**src/rtl/cdc_handshake_tx.sv**
```systemverilog
// cdc_handshake_tx
//   Source-domain end of a toggle req/ack multi-bit CDC handshake. A word
//   accepted on the valid/ready port is held on o_data while o_req toggles.
//   The far domain's toggled ack is brought in through a NUM_SYNC flop chain
//   (clamped to 1..3). The transfer completes when the synchronized ack
//   matches o_req.
//
//   Optional build macro: CDC_TX_TIMEOUT_EN
//     defined   -> WAIT_ACK watchdog that sets a sticky err_timeout flag
//     undefined -> no watchdog logic, err_timeout tied low

module cdc_handshake_tx #(
  parameter int unsigned WIDTH          = 32,
  parameter int unsigned NUM_SYNC       = 2,
  parameter int unsigned CNT_WIDTH      = 16,
  parameter int unsigned TIMEOUT_CYCLES = 1024
) (
  input  logic                 clk,
  input  logic                 reset,
  input  logic                 s_valid,
  input  logic [WIDTH-1:0]     s_data,
  output logic                 s_ready,
  output logic                 o_req,
  output logic [WIDTH-1:0]     o_data,
  input  logic                 i_ack,
  output logic                 busy,
  output logic                 done,
  output logic [CNT_WIDTH-1:0] xfer_cnt,
  input  logic                 err_clr,
  output logic                 err_spurious,
  output logic                 err_timeout
);

  // Effective synchronizer depth after clamping to the supported range.
  localparam int unsigned SYNC_N = (NUM_SYNC < 1) ? 1 :
                                   ((NUM_SYNC > 3) ? 3 : NUM_SYNC);

  // A watchdog shorter than two cycles cannot distinguish launch from expiry.
  if (TIMEOUT_CYCLES < 2) begin : g_timeout_range
    $error("cdc_handshake_tx: TIMEOUT_CYCLES must be >= 2");
  end

  typedef enum logic {
    IDLE,
    WAIT_ACK
  } state_t;

  state_t state_q;
  state_t state_d;

  // Ack synchronizer and its one-cycle-delayed copy.
  logic [SYNC_N-1:0] ack_sync_q;
  logic              ack_s;
  logic              ack_s_d_q;

  // Transfer-side registers.
  logic                 req_q;
  logic [WIDTH-1:0]     data_q;
  logic                 ready_q;
  logic [CNT_WIDTH-1:0] cnt_q;
  logic                 spur_q;

  // Decoded events.
  logic accept;
  logic ack_match;
  logic ack_edge;

  assign ack_s     = ack_sync_q[SYNC_N-1];
  assign accept    = (state_q == IDLE) && ready_q && s_valid;
  assign ack_match = (state_q == WAIT_ACK) && (ack_s == req_q);
  assign ack_edge  = ack_s ^ ack_s_d_q;

  // Synchronize the far-domain ack and keep a delayed copy for edge detect.
  always_ff @(posedge clk) begin
    if (reset) begin
      ack_sync_q <= '0;
      ack_s_d_q  <= 1'b0;
    end else begin
      ack_sync_q[0] <= i_ack;
      for (int unsigned i = 1; i < SYNC_N; i++) begin
        ack_sync_q[i] <= ack_sync_q[i-1];
      end
      ack_s_d_q <= ack_s;
    end
  end

  // FSM state register.
  always_ff @(posedge clk) begin
    if (reset) begin
      state_q <= IDLE;
    end else begin
      state_q <= state_d;
    end
  end

  // FSM next-state: launch on accept, return to IDLE once the ack matches.
  always_comb begin
    state_d = state_q;
    case (state_q)
      IDLE: begin
        if (accept) begin
          state_d = WAIT_ACK;
        end
      end
      WAIT_ACK: begin
        if (ack_s == req_q) begin
          state_d = IDLE;
        end
      end
      default: state_d = IDLE;
    endcase
  end

  // FSM outputs: busy for the whole wait, done in the cycle the ack matches.
  always_comb begin
    busy = 1'b0;
    done = 1'b0;
    case (state_q)
      IDLE: begin
        busy = 1'b0;
        done = 1'b0;
      end
      WAIT_ACK: begin
        busy = 1'b1;
        done = (ack_s == req_q);
      end
      default: begin
        busy = 1'b0;
        done = 1'b0;
      end
    endcase
  end

  // Ready is registered from the next state so it is low in the reset cycle
  // and rises in the cycle after done.
  always_ff @(posedge clk) begin
    if (reset) begin
      ready_q <= 1'b0;
    end else begin
      ready_q <= (state_d == IDLE);
    end
  end

  // Capture the word and toggle the request on accept; frozen otherwise.
  always_ff @(posedge clk) begin
    if (reset) begin
      req_q  <= 1'b0;
      data_q <= '0;
    end else if (accept) begin
      req_q  <= ~req_q;
      data_q <= s_data;
    end
  end

  // Count completed transfers, wrapping naturally at 2^CNT_WIDTH.
  always_ff @(posedge clk) begin
    if (reset) begin
      cnt_q <= '0;
    end else if (ack_match) begin
      cnt_q <= cnt_q + CNT_WIDTH'(1);
    end
  end

  // Sticky spurious-ack flag; a clear wins over a same-cycle set.
  always_ff @(posedge clk) begin
    if (reset) begin
      spur_q <= 1'b0;
    end else if (err_clr) begin
      spur_q <= 1'b0;
    end else if ((state_q == IDLE) && ack_edge) begin
      spur_q <= 1'b1;
    end
  end

`ifdef CDC_TX_TIMEOUT_EN
  localparam int unsigned TO_W = $clog2(TIMEOUT_CYCLES) + 1;
  localparam logic [TO_W-1:0] TO_LAST = TO_W'(TIMEOUT_CYCLES - 1);
  localparam logic [TO_W-1:0] TO_HOLD = TO_W'(TIMEOUT_CYCLES);

  logic [TO_W-1:0] to_cnt_q;
  logic            to_q;
  logic            to_fire;

  assign to_fire = (state_q == WAIT_ACK) && !ack_match && (to_cnt_q == TO_LAST);

  // Watchdog counter: cleared on launch, parks one past the trip value so
  // the flag can only be raised once per transfer.
  always_ff @(posedge clk) begin
    if (reset) begin
      to_cnt_q <= '0;
    end else if (accept) begin
      to_cnt_q <= '0;
    end else if ((state_q == WAIT_ACK) && (to_cnt_q != TO_HOLD)) begin
      to_cnt_q <= to_cnt_q + TO_W'(1);
    end
  end

  // Sticky timeout flag; a clear wins over a same-cycle set.
  always_ff @(posedge clk) begin
    if (reset) begin
      to_q <= 1'b0;
    end else if (err_clr) begin
      to_q <= 1'b0;
    end else if (to_fire) begin
      to_q <= 1'b1;
    end
  end

  assign err_timeout = to_q;
`else
  assign err_timeout = 1'b0;
`endif

  assign s_ready      = ready_q;
  assign o_req        = req_q;
  assign o_data       = data_q;
  assign xfer_cnt     = cnt_q;
  assign err_spurious = spur_q;

endmodule
```
**config.mk**
```make
export PLATFORM = sky130hd
export DESIGN_NAME = cdc_handshake_tx
export DESIGN_NICKNAME = d
export VERILOG_FILES = /design/src/rtl/cdc_handshake_tx.sv
export SDC_FILE = /design/constraint.sdc
export NUM_CORES = 1
export LEC_CHECK = 0
export BUFFER_PORTS_ARGS = -buffer_cell sky130_fd_sc_hd__buf_2
export CORE_UTILIZATION = 40
export DETAILED_ROUTE_END_ITERATION = 7
export PLACE_DENSITY_LB_ADDON = 0.15
export SYNTH_ARGS = -nofsm -noshare
export SYNTH_HDL_FRONTEND = slang
export SYNTH_SLANG_ARGS = --single-unit
```
**constraint.sdc**
```tcl
create_clock -name clk -period 1.4 [get_ports clk]
set_input_delay 0.21 -clock clk [delete_from_list [all_inputs] [get_ports clk]]
set_output_delay 0.21 -clock clk [all_outputs]
set_load 0.03 [all_outputs]
```
==> impl_metrics.py <==
metrics = {
    "critical_path": {
        "path_max_fanout": 5,
        "path_buf_inv": 0,
        "r2r_slack_ns": -0.08,
        "max_stage_delay_ns": 0.40,
        "path_cells": "ha_4 > nand2_2 > or3_4 > or3_4 > a21oi_2",
        "cpLargestDelayFamily": "simple AND/OR/NAND/NOR gates",
        "path_class": "flip-flop to flip-flop",
        "cpMaxStageDelayCell": "or3_4",
        "reg2reg_depth": 5,
        "cp.required_ns": 1.64,
        "crit_top_cell": "or3_4",
        "timing.rr.end": "xfer_cnt[14]",
        "worstSetupEndpointType": "flip-flop",
        "critPathArrivalTime_ns": 1.72,
        "startpoint_type": "flip-flop",
        "rr_startpoint": "xfer_cnt[1]",
    },
    "synth": {
        "synth_area_um2": 2048,
        "ys_warn_count": 0,
        "synth_area_per_cell_um2": 8.259,
        "synth_cell_types": 25,
        "synth_seq_area_share": 0.5376,
        "synth_nets": 286,
        "ys_seq_elements": 55,
        "synthCells": 248,
    },
    "route": {
        "wl_um": 4761,
        "drt-initial-drc-count": 75,
        "via_per_inst": 4.689,
        "post-route-drc-count": 0,
        "dr_total_vias": 1946,
        "drt-pass1-iter-count": 4,
        "ant_nets": 0,
        "wl_per_cell_um": 11.47,
    },
    "cts": {
        "clock_latency_ns": 0.30,
        "cts_sinks": 55,
        "cts_max_level": 2,
        "clockBufferDepth": 2,
        "clk_pin_slew_worst_paths_ns": 0.09,
        "cts_buffers": 5,
        "ctsHoldBuffers": 0,
        "clockRootBuffer": "clkbuf_8",
        "tritoncts": "yes",
    },
    "die": {
        "initial_core_util": 0.4252,
        "die_h_um": 73.56,
        "ioPinCount": 91,
        "core-area_um2": 4817,
        "die_w_um": 73.56,
        "die_area_um2": 5410,
        "rows": 25,
    },
    "global_route": {
        "grt_pass1_wl_um": 7279,
        "grt_overflow": 0,
        "grt_antenna_before_repair": 0,
        "grt_pass1_vias": 1667,
        "track_usage": 0.1752,
        "grt_max_degree": 56,
    },
    "flow_run": {
        "cap_violations": 0,
    },
    "place": {
        "dp_cells": 405,
        "io_buffers": 89,
        "hpwl_um": 3256,
        "place.gp.congestion": 0.7165,
        "placed_cell_area_um2": 2734,
    },
    "pwr": {
        "power.density_nw_per_um2": 1069,
        "ir_drop_v": 0.0005329,
        "p_leak_nw": 1.282,
    },
    "final_layout": {
        "final_cells": 415,
        "area_growth_pct": 45.45,
        "final_cell_area_um2": 2979,
        "fin_util": 0.6184,
        "drive_above_1_share": 0.4310,
        "finalNetCount": 385,
        "diodes": 0,
    },
    "timing": {
        "worst_slack_ns": -0.08327,
        "slew_violations": 0,
        "whs_ns": 0.06115,
        "fmax_mhz": 674.2,
        "timing.final.crit_share": 1.059,
        "finalSetupViolations": 6,
        "fin_setup_tns_ns": -0.2524,
        "hold_viol_final": 0,
        "rsz0062_at_grt": "true",
        "layout_min_cycle_time_ns": 1.483,
        "finClkSkew_ns": 0.007612,
    },
    "min_path": {
        "hold_path_end": "err_spurious",
        "hold_class": "primary input to flip-flop",
        "hold_depth": 2,
        "hold_start": "err_clr",
    },
    "run_status": {
        "status": "finished with violations",
        "violations": "setup timing",
    },
}
cell type report:
class / count / area, µm²
Clock buffer: 6 / 82.58
Clock inverter: 2 / 38.79
Fill cell: 454 / 1838
Inverter: 2 / 7.507
Multi-Input combinational cell: 175 / 1003
Sequential cell: 55 / 1140
Tap cell: 67 / 83.83
Timing Repair Buffer: 108 / 623.1
power breakdown:
group          total (W)  internal (W)  switching, W
clock            0.00109      0.000588      0.000504
sequential       0.00164       0.00161     0.0000317
combinational   0.000451      0.000168      0.000283
layer usage:
metal  GRT usage  part of all wire  vias up
li1            -                 -     1013
met1      0.2103              0.46      866
met2      0.2936              0.46       61
met3     0.05487             0.063        6
met4     0.06410             0.012        0
met5           0                 0        -
worst max path at each step:
stage                  start           end  slack (ns)  cells after the start
5_1_grt          xfer_cnt[1]  xfer_cnt[14]       -0.12                      5
4_1_cts                o_req          done       -0.09                      4
2_1_floorplan    xfer_cnt[0]  xfer_cnt[11]       -0.08                      4
3_5_place_dp   ack_sync_q[1]  xfer_cnt[11]       -0.05                      4
3_3_place_gp   ack_sync_q[1]  xfer_cnt[15]       -0.02                      4
6_report         xfer_cnt[1]  xfer_cnt[14]       -0.08                      5
worst reg2reg max path: stages (launching register included):
cell,delay (ns)
dfxtp_4,0.38
ha_4,0.13
nand2_2,0.05
or3_4,0.40
or3_4,0.34
a21oi_2,0.13
state kept, by name, indices dropped and copies added (netlist names):
signal        flops
s_ready           1
o_data           32
o_req             1
ack_s_d_q         1
xfer_cnt         16
err_spurious      1
state_q           1
ack_sync_q        2
Yosys cell counts:
cell | n | area [µm²]
and4_1 | 2 | 17.52
or3_2 | 2 | 15.01
or3_1 | 5 | 31.28
nand3_1 | 5 | 25.02
and3_1 | 1 | 6.260
buf_2 | 1 | 5.000
conb_1 | 1 | 3.750
clkbuf_1 | 14 | 52.55
nor2b_1 | 4 | 25.02
xnor2_1 | 9 | 78.83
nand2_1 | 70 | 262.8
a21oi_1 | 41 | 205.2
or3_4 | 2 | 22.52
nor4_1 | 3 | 18.77
dfxtp_1 | 55 | 1101
buf_4 | 1 | 7.510
nor2_1 | 12 | 45.04
nor3_1 | 3 | 15.01
ha_1 | 1 | 12.51
o21ai_0 | 7 | 35.03
mux2i_1 | 1 | 10.01
nand4_1 | 3 | 18.77
inv_1 | 2 | 7.510
nor4b_1 | 1 | 8.760
xor2_1 | 2 | 17.52
metrics by stage:
stage          setup slack (ns)  total power, W
2_1_floorplan          -0.08107        0.001939
3_3_place_gp           -0.01915        0.002097
3_5_place_dp           -0.04977        0.002103
4_1_cts                -0.09375        0.003225
5_1_grt                 -0.1183        0.003335
6_report               -0.08327        0.003185
logic make-up (layout without fill, tap and decap cells):
| kind of cell | after synthesis | in the layout | share of synthesized area |
|---|---|---|---|
| fa+ha+maj | 1 | 1 | 0.006108 |
| other cells | 1 | 1 | 0.001831 |
| xor+xnor | 11 | 11 | 0.04704 |
| flops | 55 | 55 | 0.5376 |
| buf+inv | 18 | 118 | 0.03543 |
| mux | 1 | 1 | 0.004887 |
| simple gates | 113 | 113 | 0.2498 |
| compound gates | 48 | 48 | 0.1173 |
what timing repair did:
item,CTS,global route
setup buffers,2,0
resized for setup,7,15
pin swaps,3,4
endpoints found under the hold margin,0,0
setup endpoints to repair,7,45
placed cells by master, fill, tap and decap left out, types with 2 or more instances in the layout:
master     n
buf_2     88
nand2_1   69
dfxtp_1   42
a21oi_1   38
buf_4     16
nor2_1    11
dfxtp_4    9
xnor2_1    8
o21ai_0    7
clkbuf_8   6
nand3_1    5
or3_4      4
nor2b_1    4
dfxtp_2    4
nand4_1    3
a21oi_2    3
or3_1      3
and4_1     2
nor4_2     2
nor3_1     2
or3_2      2
buf_6      2
buf_12     2
Note: power is estimated with default switching activity, not from simulation.
